==> src/rtl/gray_step_ctrl_if.sv <==
// Command/status bundle for gray_step_ctrl; the master drives commands, the slave is the controller.
// cmd_dir exists only when GRAY_STEP_DOWN_EN is defined.
interface gray_step_ctrl_if #(
  parameter int MOD   = 16,
  parameter int DIV_W = 8
);
  localparam int W = $clog2(MOD);

  logic             cmd_valid;
  logic             cmd_ready;
  logic             cmd_cont;
  logic [W-1:0]     cmd_len;
  logic [DIV_W-1:0] cmd_div;
  logic             cmd_clr;
  logic             stop;
  logic             busy;
  logic             done;
  logic [W-1:0]     bin_out;
  logic [W-1:0]     gray_out;
`ifdef GRAY_STEP_DOWN_EN
  logic             cmd_dir;

  modport master (
    output cmd_valid, cmd_cont, cmd_len, cmd_div, cmd_clr, cmd_dir, stop,
    input  cmd_ready, busy, done, bin_out, gray_out
  );
  modport slave (
    input  cmd_valid, cmd_cont, cmd_len, cmd_div, cmd_clr, cmd_dir, stop,
    output cmd_ready, busy, done, bin_out, gray_out
  );
`else
  modport master (
    output cmd_valid, cmd_cont, cmd_len, cmd_div, cmd_clr, stop,
    input  cmd_ready, busy, done, bin_out, gray_out
  );
  modport slave (
    input  cmd_valid, cmd_cont, cmd_len, cmd_div, cmd_clr, stop,
    output cmd_ready, busy, done, bin_out, gray_out
  );
`endif
endinterface

==> src/rtl/gray_step_ctrl.sv <==
// Command-driven sequencer stepping a modulo-MOD counter with registered binary and Gray outputs.
// Optional down-counting via cmd_dir is enabled by defining GRAY_STEP_DOWN_EN.
module gray_step_ctrl #(
  parameter int MOD   = 16,
  parameter int DIV_W = 8
) (
  input  logic            clk,
  input  logic            rst,
  gray_step_ctrl_if.slave bus
);
  localparam int W = $clog2(MOD);

  localparam logic [1:0] S_IDLE = 2'd0;
  localparam logic [1:0] S_RUN  = 2'd1;
  localparam logic [1:0] S_DONE = 2'd2;

  logic [1:0]       state_q, state_d;
  logic [W-1:0]     bin_q, bin_d;
  logic [W-1:0]     gray_q, gray_d;
  logic [DIV_W-1:0] presc_q, presc_d;
  logic [DIV_W-1:0] div_q, div_d;
  logic [W-1:0]     steps_left_q, steps_left_d;
  logic             cont_q, cont_d;
  logic             dir_q, dir_d;

  function automatic logic [W-1:0] to_gray(input logic [W-1:0] b);
    return b ^ (b >> 1'b1);
  endfunction

  function automatic logic [W-1:0] step_val(input logic [W-1:0] b, input logic down);
    if (down) begin
      return (b == {W{1'b0}}) ? W'(MOD - 1) : b - W'(1);
    end else begin
      return (b == W'(MOD - 1)) ? {W{1'b0}} : b + W'(1);
    end
  endfunction

  // Next-state and datapath computation for the IDLE/RUN/DONE sequencer.
  always_comb begin
    state_d      = state_q;
    bin_d        = bin_q;
    presc_d      = presc_q;
    div_d        = div_q;
    steps_left_d = steps_left_q;
    cont_d       = cont_q;
    dir_d        = dir_q;
    case (state_q)
      S_IDLE: begin
        if (bus.cmd_valid) begin
          cont_d       = bus.cmd_cont;
          div_d        = bus.cmd_div;
          steps_left_d = bus.cmd_len;
          presc_d      = {DIV_W{1'b0}};
`ifdef GRAY_STEP_DOWN_EN
          dir_d        = bus.cmd_dir;
`else
          dir_d        = 1'b0;
`endif
          if (bus.cmd_clr) begin
            bin_d = {W{1'b0}};
          end else begin
            bin_d = bin_q;
          end
          if (!bus.cmd_cont && (bus.cmd_len == {W{1'b0}})) begin
            state_d = S_DONE;
          end else begin
            state_d = S_RUN;
          end
        end else begin
          state_d = S_IDLE;
        end
      end
      S_RUN: begin
        // stop outranks a coincident prescaler match: abort without stepping
        if (bus.stop) begin
          state_d = S_IDLE;
        end else if (presc_q == div_q) begin
          presc_d = {DIV_W{1'b0}};
          bin_d   = step_val(bin_q, dir_q);
          if (!cont_q) begin
            steps_left_d = steps_left_q - W'(1);
            if (steps_left_q == W'(1)) begin
              state_d = S_DONE;
            end else begin
              state_d = S_RUN;
            end
          end else begin
            state_d = S_RUN;
          end
        end else begin
          presc_d = presc_q + DIV_W'(1);
        end
      end
      S_DONE: begin
        state_d = S_IDLE;
      end
      default: begin
        state_d = S_IDLE;
      end
    endcase
    gray_d = to_gray(bin_d);
  end

  // State and counter registers with asynchronous active-low reset.
  always_ff @(posedge clk or negedge rst) begin
    if (!rst) begin
      state_q      <= S_IDLE;
      bin_q        <= {W{1'b0}};
      gray_q       <= {W{1'b0}};
      presc_q      <= {DIV_W{1'b0}};
      div_q        <= {DIV_W{1'b0}};
      steps_left_q <= {W{1'b0}};
      cont_q       <= 1'b0;
      dir_q        <= 1'b0;
    end else begin
      state_q      <= state_d;
      bin_q        <= bin_d;
      gray_q       <= gray_d;
      presc_q      <= presc_d;
      div_q        <= div_d;
      steps_left_q <= steps_left_d;
      cont_q       <= cont_d;
      dir_q        <= dir_d;
    end
  end

  assign bus.cmd_ready = (state_q == S_IDLE);
  assign bus.busy      = (state_q == S_RUN);
  assign bus.done      = (state_q == S_DONE);
  assign bus.bin_out   = bin_q;
  assign bus.gray_out  = gray_q;
endmodule

==> src/flat_wrapper.sv <==
// flat-port wrapper written by rule: the top's interface ports become plain ports
module gray_step_ctrl_flat 
#(
  parameter int MOD   = 16,
  parameter int DIV_W = 8
)
  (clk, rst, bus_cmd_valid, bus_cmd_cont, bus_cmd_len, bus_cmd_div, bus_cmd_clr, bus_stop, bus_cmd_ready, bus_busy, bus_done, bus_bin_out, bus_gray_out);
  gray_step_ctrl_if #(.MOD(MOD), .DIV_W(DIV_W)) bus_i ();
  input  logic clk;
  input  logic rst;
  input wire logic [$bits(bus_i.cmd_valid)-1:0] bus_cmd_valid;
  input wire logic [$bits(bus_i.cmd_cont)-1:0] bus_cmd_cont;
  input wire logic [$bits(bus_i.cmd_len)-1:0] bus_cmd_len;
  input wire logic [$bits(bus_i.cmd_div)-1:0] bus_cmd_div;
  input wire logic [$bits(bus_i.cmd_clr)-1:0] bus_cmd_clr;
  input wire logic [$bits(bus_i.stop)-1:0] bus_stop;
  output wire logic [$bits(bus_i.cmd_ready)-1:0] bus_cmd_ready;
  output wire logic [$bits(bus_i.busy)-1:0] bus_busy;
  output wire logic [$bits(bus_i.done)-1:0] bus_done;
  output wire logic [$bits(bus_i.bin_out)-1:0] bus_bin_out;
  output wire logic [$bits(bus_i.gray_out)-1:0] bus_gray_out;
  assign bus_i.cmd_valid = bus_cmd_valid;
  assign bus_i.cmd_cont = bus_cmd_cont;
  assign bus_i.cmd_len = bus_cmd_len;
  assign bus_i.cmd_div = bus_cmd_div;
  assign bus_i.cmd_clr = bus_cmd_clr;
  assign bus_i.stop = bus_stop;
  assign bus_cmd_ready = bus_i.cmd_ready;
  assign bus_busy = bus_i.busy;
  assign bus_done = bus_i.done;
  assign bus_bin_out = bus_i.bin_out;
  assign bus_gray_out = bus_i.gray_out;
  gray_step_ctrl #(.MOD(MOD), .DIV_W(DIV_W)) u_core (.clk(clk), .rst(rst), .bus(bus_i));
endmodule
==> config.mk <==
export PLATFORM = sky130hd
export DESIGN_NAME = gray_step_ctrl_flat
export DESIGN_NICKNAME = d
export VERILOG_FILES = /design/src/rtl/gray_step_ctrl_if.sv /design/src/rtl/gray_step_ctrl.sv /design/src/flat_wrapper.sv
export SDC_FILE = /design/constraint.sdc
export NUM_CORES = 1
export LEC_CHECK = 0
export ABC_AREA = 0
export CAP_MARGIN = 20
export CORE_MARGIN = 5
export CORE_UTILIZATION = 52
export CTS_BUF_LIST = sky130_fd_sc_hd__clkbuf_4 sky130_fd_sc_hd__clkbuf_8 sky130_fd_sc_hd__clkbuf_16
export DETAILED_ROUTE_END_ITERATION = 8
export GPL_ROUTABILITY_DRIVEN = 0
export PLACE_DENSITY = 0.82
export SYNTH_ARGS = -nofsm -noshare
export SYNTH_HDL_FRONTEND = slang
export SYNTH_SLANG_ARGS = --single-unit
==> constraint.sdc <==
create_clock -name clk -period 1.8 [get_ports clk]
set_clock_uncertainty 0.05 [all_clocks]
set_input_delay 0.36 -clock clk [delete_from_list [all_inputs] [get_ports clk]]
set_output_delay 0.36 -clock clk [all_outputs]
set_load 0.02 [all_outputs]
==> summary.txt, run 1 <==
Placement
  • Post-place instance area: 2230 sq um
  • Post-Place Setup Slack: -0.0963 ns
  • IO Port Bufs: 28
  • Detailed Place HPWL: 3210 um
  • Placed Cells: 254

Clock network
  • TritonCTS clock tree: yes
  • Deepest clock path buffer count: 2
  • TritonCTS Sinks: 30
  • Clock Latency Late Sink: 0.34 ns
  • H-Tree Level Count: 2
  • Hold_buf cts: 0
  • CTS Root Buffer Type: clkbuf_4
  • Clock transition at path regs: 0.10 ns
  • TritonCTS Buffers: 5

Cells and area
  • Nets: 240
  • # diodes: 0
  • Layout cell share with drive strength beyond 1: 27.9%
  • Final instance area: 2410 sq um
  • Post-Layout Cell Count: 265
  • Synthesis-to-finish area growth: 33.2%

Synth
  • Most common cell in the netlist: dfrtp_1
  • Syn nets: 193
  • Synth area leaders: dfrtp_1, xnor2_2, mux2_2, nand2_1, ha_1
  • Commonest cells post-synth: dfrtp_1, nand2_1, nor2_1
  • Synth area leader: dfrtp_1
  • Async SR Flop Fraction: 100%
  • EDFF count, synth: 0
  • Post-synthesis cell type count: 49
  • Post-Syn Area: 1810 sq um
  • Yosys Warn Count: 0
  • Synth Flop Type: dfrtp_1
  • Synth Instances: 171
  • #FFs+latches synth: 30
  • Post-synth top area share: 41.5%
  • Mean post-synth cell area: 10.6 sq um
  • Sequential share of the synthesized area: 41.5%

Drt
  • Routed vias: 1,501
  • Starting DRT DRC Count: 94
  • Routed wire length: 4290 um
  • First-pass DRT Iterations: 4
  • Post-DR vias/cell: 5.66
  • Wire per inst: 16.2 um
  • Post-DRT Antenna Nets: 0
  • Remaining DRCs: 0

Floorplanning
  • Placement Rows: 21
  • Core area: 3360 sq um
  • Die area: 4760 sq um
  • # IOs: 29
  • Floorplan die height: 69.0 um
  • Die width: 69.0 um
  • Starting Density: 53.8%

Global route
  • Initial antenna violation count: 0
  • Gr ovfl total: 0
  • First-pass GRT wire length: 7480 um
  • Largest net degree at the start of global routing: 31
  • Vias in the first global route: 1,666
  • Total global-route track usage: 19.1%

Power
  • Power Total: 3.26 mW
  • Power per cell area: 1350 nW/um^2
  • Static Leak: 1.05 nW
  • Max VDD drop: 0.858 mV

Timing
  • Post-layout minimum cycle time: 1.76 ns
  • Hold Slack: 0.361 ns
  • Final worst setup slack: 0.0380 ns
  • Final Hold Fails: 0
  • Setup violators final: 0
  • RSZ-0062 raised after global routing: yes
  • Tcrit/Tclk final: 97.9%
  • Measured slew at the worst slew-check pin: 0.391 ns
  • Max frequency: 568 MHz
  • Slew Viols, Final: 0
  • Max-Slew Margin vs Limit: 73.6%

Critical path
  • WP data required: 1.98 ns
  • Register-to-register setup slack: 0.04 ns
  • CP Capture Point: u_core.presc_q[1]$_DFFE_PN0P_
  • RR Startpoint: u_core.presc_q[6]$_DFFE_PN0P_
  • Crit path arrival time: 1.94 ns
  • CP endpoint kind: register
  • CP Launch Type: register
  • CP Launch Point: u_core.presc_q[6]$_DFFE_PN0P_
  • R2R cell count: 5
  • Top fanout value on the critical path: 4
  • Setup CP Type: register to register
  • Reg2Reg Capture Point: u_core.presc_q[1]$_DFFE_PN0P_

Flow run
  • Max cap viols: 0

Outcome
  • Run status: finished clean

Min path
  • Hold Path Class: input pin to async pin
-- stage by stage --
stage / setup TNS, ns / util [%]
after detailed placement: -1.03 / 66.4
after floorplan: 0 / -
after global routing: -0.173 / 71.7
after CTS: 0 / 69.8
final: 0 / 71.7
after global placement: -0.286 / 66.4
-- cell type report --
cell class / count / area, sq um
clock inverter: 2 / 60.1
multi-input combinational: 129 / 1060
fill: 272 / 951
clock buffer: 6 / 51.3
inverter: 6 / 22.5
tap: 46 / 57.6
timing repair buffer: 46 / 410
sequential: 30 / 753
-- sequential cells by signal, indices dropped and copies added, names as in the netlist --
| signal | count |
|---|---|
| u_core.div_q | 8 |
| u_core.presc_q | 8 |
| u_core.bus.bin_out | 4 |
| u_core.steps_left_q | 4 |
| u_core.bus.gray_out | 3 |
| u_core.state_q | 2 |
| u_core.cont_q | 1 |
-- how the worst min path moves through the flow --
| stage | startpoint | to | slack, ns | cells after the start |
|---|---|---|---|---|
| 6_report | rst | u_core.bus.gray_out[2]$_DFF_PN0_ | 0.36 | 2 |
| 5_1_grt | rst | u_core.bus.gray_out[2]$_DFF_PN0_ | 0.38 | 2 |
| 4_1_cts | rst | u_core.bus.bin_out[1]$_DFF_PN0_ | 0.36 | 2 |
| 3_5_place_dp | u_core.div_q[6]$_DFFE_PN0P_ | u_core.div_q[6]$_DFFE_PN0P_ | 0.51 | 1 |
| 3_3_place_gp | u_core.div_q[4]$_DFFE_PN0P_ | u_core.div_q[4]$_DFFE_PN0P_ | 0.51 | 1 |
| 2_1_floorplan | rst | u_core.bus.bin_out[0]$_DFF_PN0_ | 0.01 | 0 |
-- kinds of logic after synthesis --
logic type      after synthesis  synth area share (%)
compound gates               30                  11.5
fa+ha+maj                     4                  2.76
xor+xnor                     18                  12.0
buf+inv                      12                  2.83
mux                          12                  7.26
simple gates                 65                  22.1
flops                        30                  41.5
-- layout by cell type, fill, tap and decap left out, types with 6 or more instances in the layout --
cell type and n:
nor2_1 12, xnor2_2 7, dfrtp_1 28, nand2_1 16, mux2_2 9, clkdlybuf4s50_1 22
o21ai_0 6, buf_4 18, nor3_1 6
-- power by group --
| group | internal, mW | total, mW | leakage (nW) | switching (mW) |
|---|---|---|---|---|
| logic | 0.683 | 1.42 | 0.612 | 0.733 |
| clock network | 0.470 | 0.727 | 0.0585 | 0.257 |
| registers | 0.875 | 1.12 | 0.383 | 0.248 |
| total | 2.03 | 3.26 | 1.05 | 1.24 |
-- worst max-delay path, cell delays in order, from the launching register on --
cell     delay [ns]
dfrtp_1        0.43
xnor2_2        0.28
nand4_4        0.18
or2_1          0.33
and3_1         0.21
a22o_1         0.18
-- per-layer routing --
metal | share of wire [%] | global-route usage, %
met5 | 0 | 0
met4 | 2.0 | 8.03
met3 | 4.8 | 5.67
met2 | 54 | 35.2
met1 | 39 | 20.0
-- timing repair --
action                     CTS  global route
buffers inserted             1             2
resized for setup            6            12
pin swaps                    1             7
setup endpoints to repair    6            15
Power figures use the tool's default switching activity.
==> run 2: changes to the inputs <==
--- a/config.mk
+++ b/config.mk
@@ -10,8 +10,10 @@
 export CORE_MARGIN = 5
 export CORE_UTILIZATION = 52
 export CTS_BUF_LIST = sky130_fd_sc_hd__clkbuf_4 sky130_fd_sc_hd__clkbuf_8 sky130_fd_sc_hd__clkbuf_16
+export CTS_CLUSTER_DIAMETER = 100
 export DETAILED_ROUTE_END_ITERATION = 8
 export GPL_ROUTABILITY_DRIVEN = 0
+export HOLD_SLACK_MARGIN = 0.05
 export PLACE_DENSITY = 0.82
 export SYNTH_ARGS = -nofsm -noshare
 export SYNTH_HDL_FRONTEND = slang
==> results of run 2 <==
Final layout, timing and power as in run 1 (identical DEF).
==> run 3: changes to the inputs <==
--- a/config.mk
+++ b/config.mk
@@ -10,7 +10,6 @@
 export CORE_MARGIN = 5
 export CORE_UTILIZATION = 52
 export CTS_BUF_LIST = sky130_fd_sc_hd__clkbuf_4 sky130_fd_sc_hd__clkbuf_8 sky130_fd_sc_hd__clkbuf_16
-export CTS_CLUSTER_DIAMETER = 100
 export DETAILED_ROUTE_END_ITERATION = 8
 export GPL_ROUTABILITY_DRIVEN = 0
 export HOLD_SLACK_MARGIN = 0.05
==> results of run 3 <==
Final layout, timing and power as in run 1 (identical DEF).
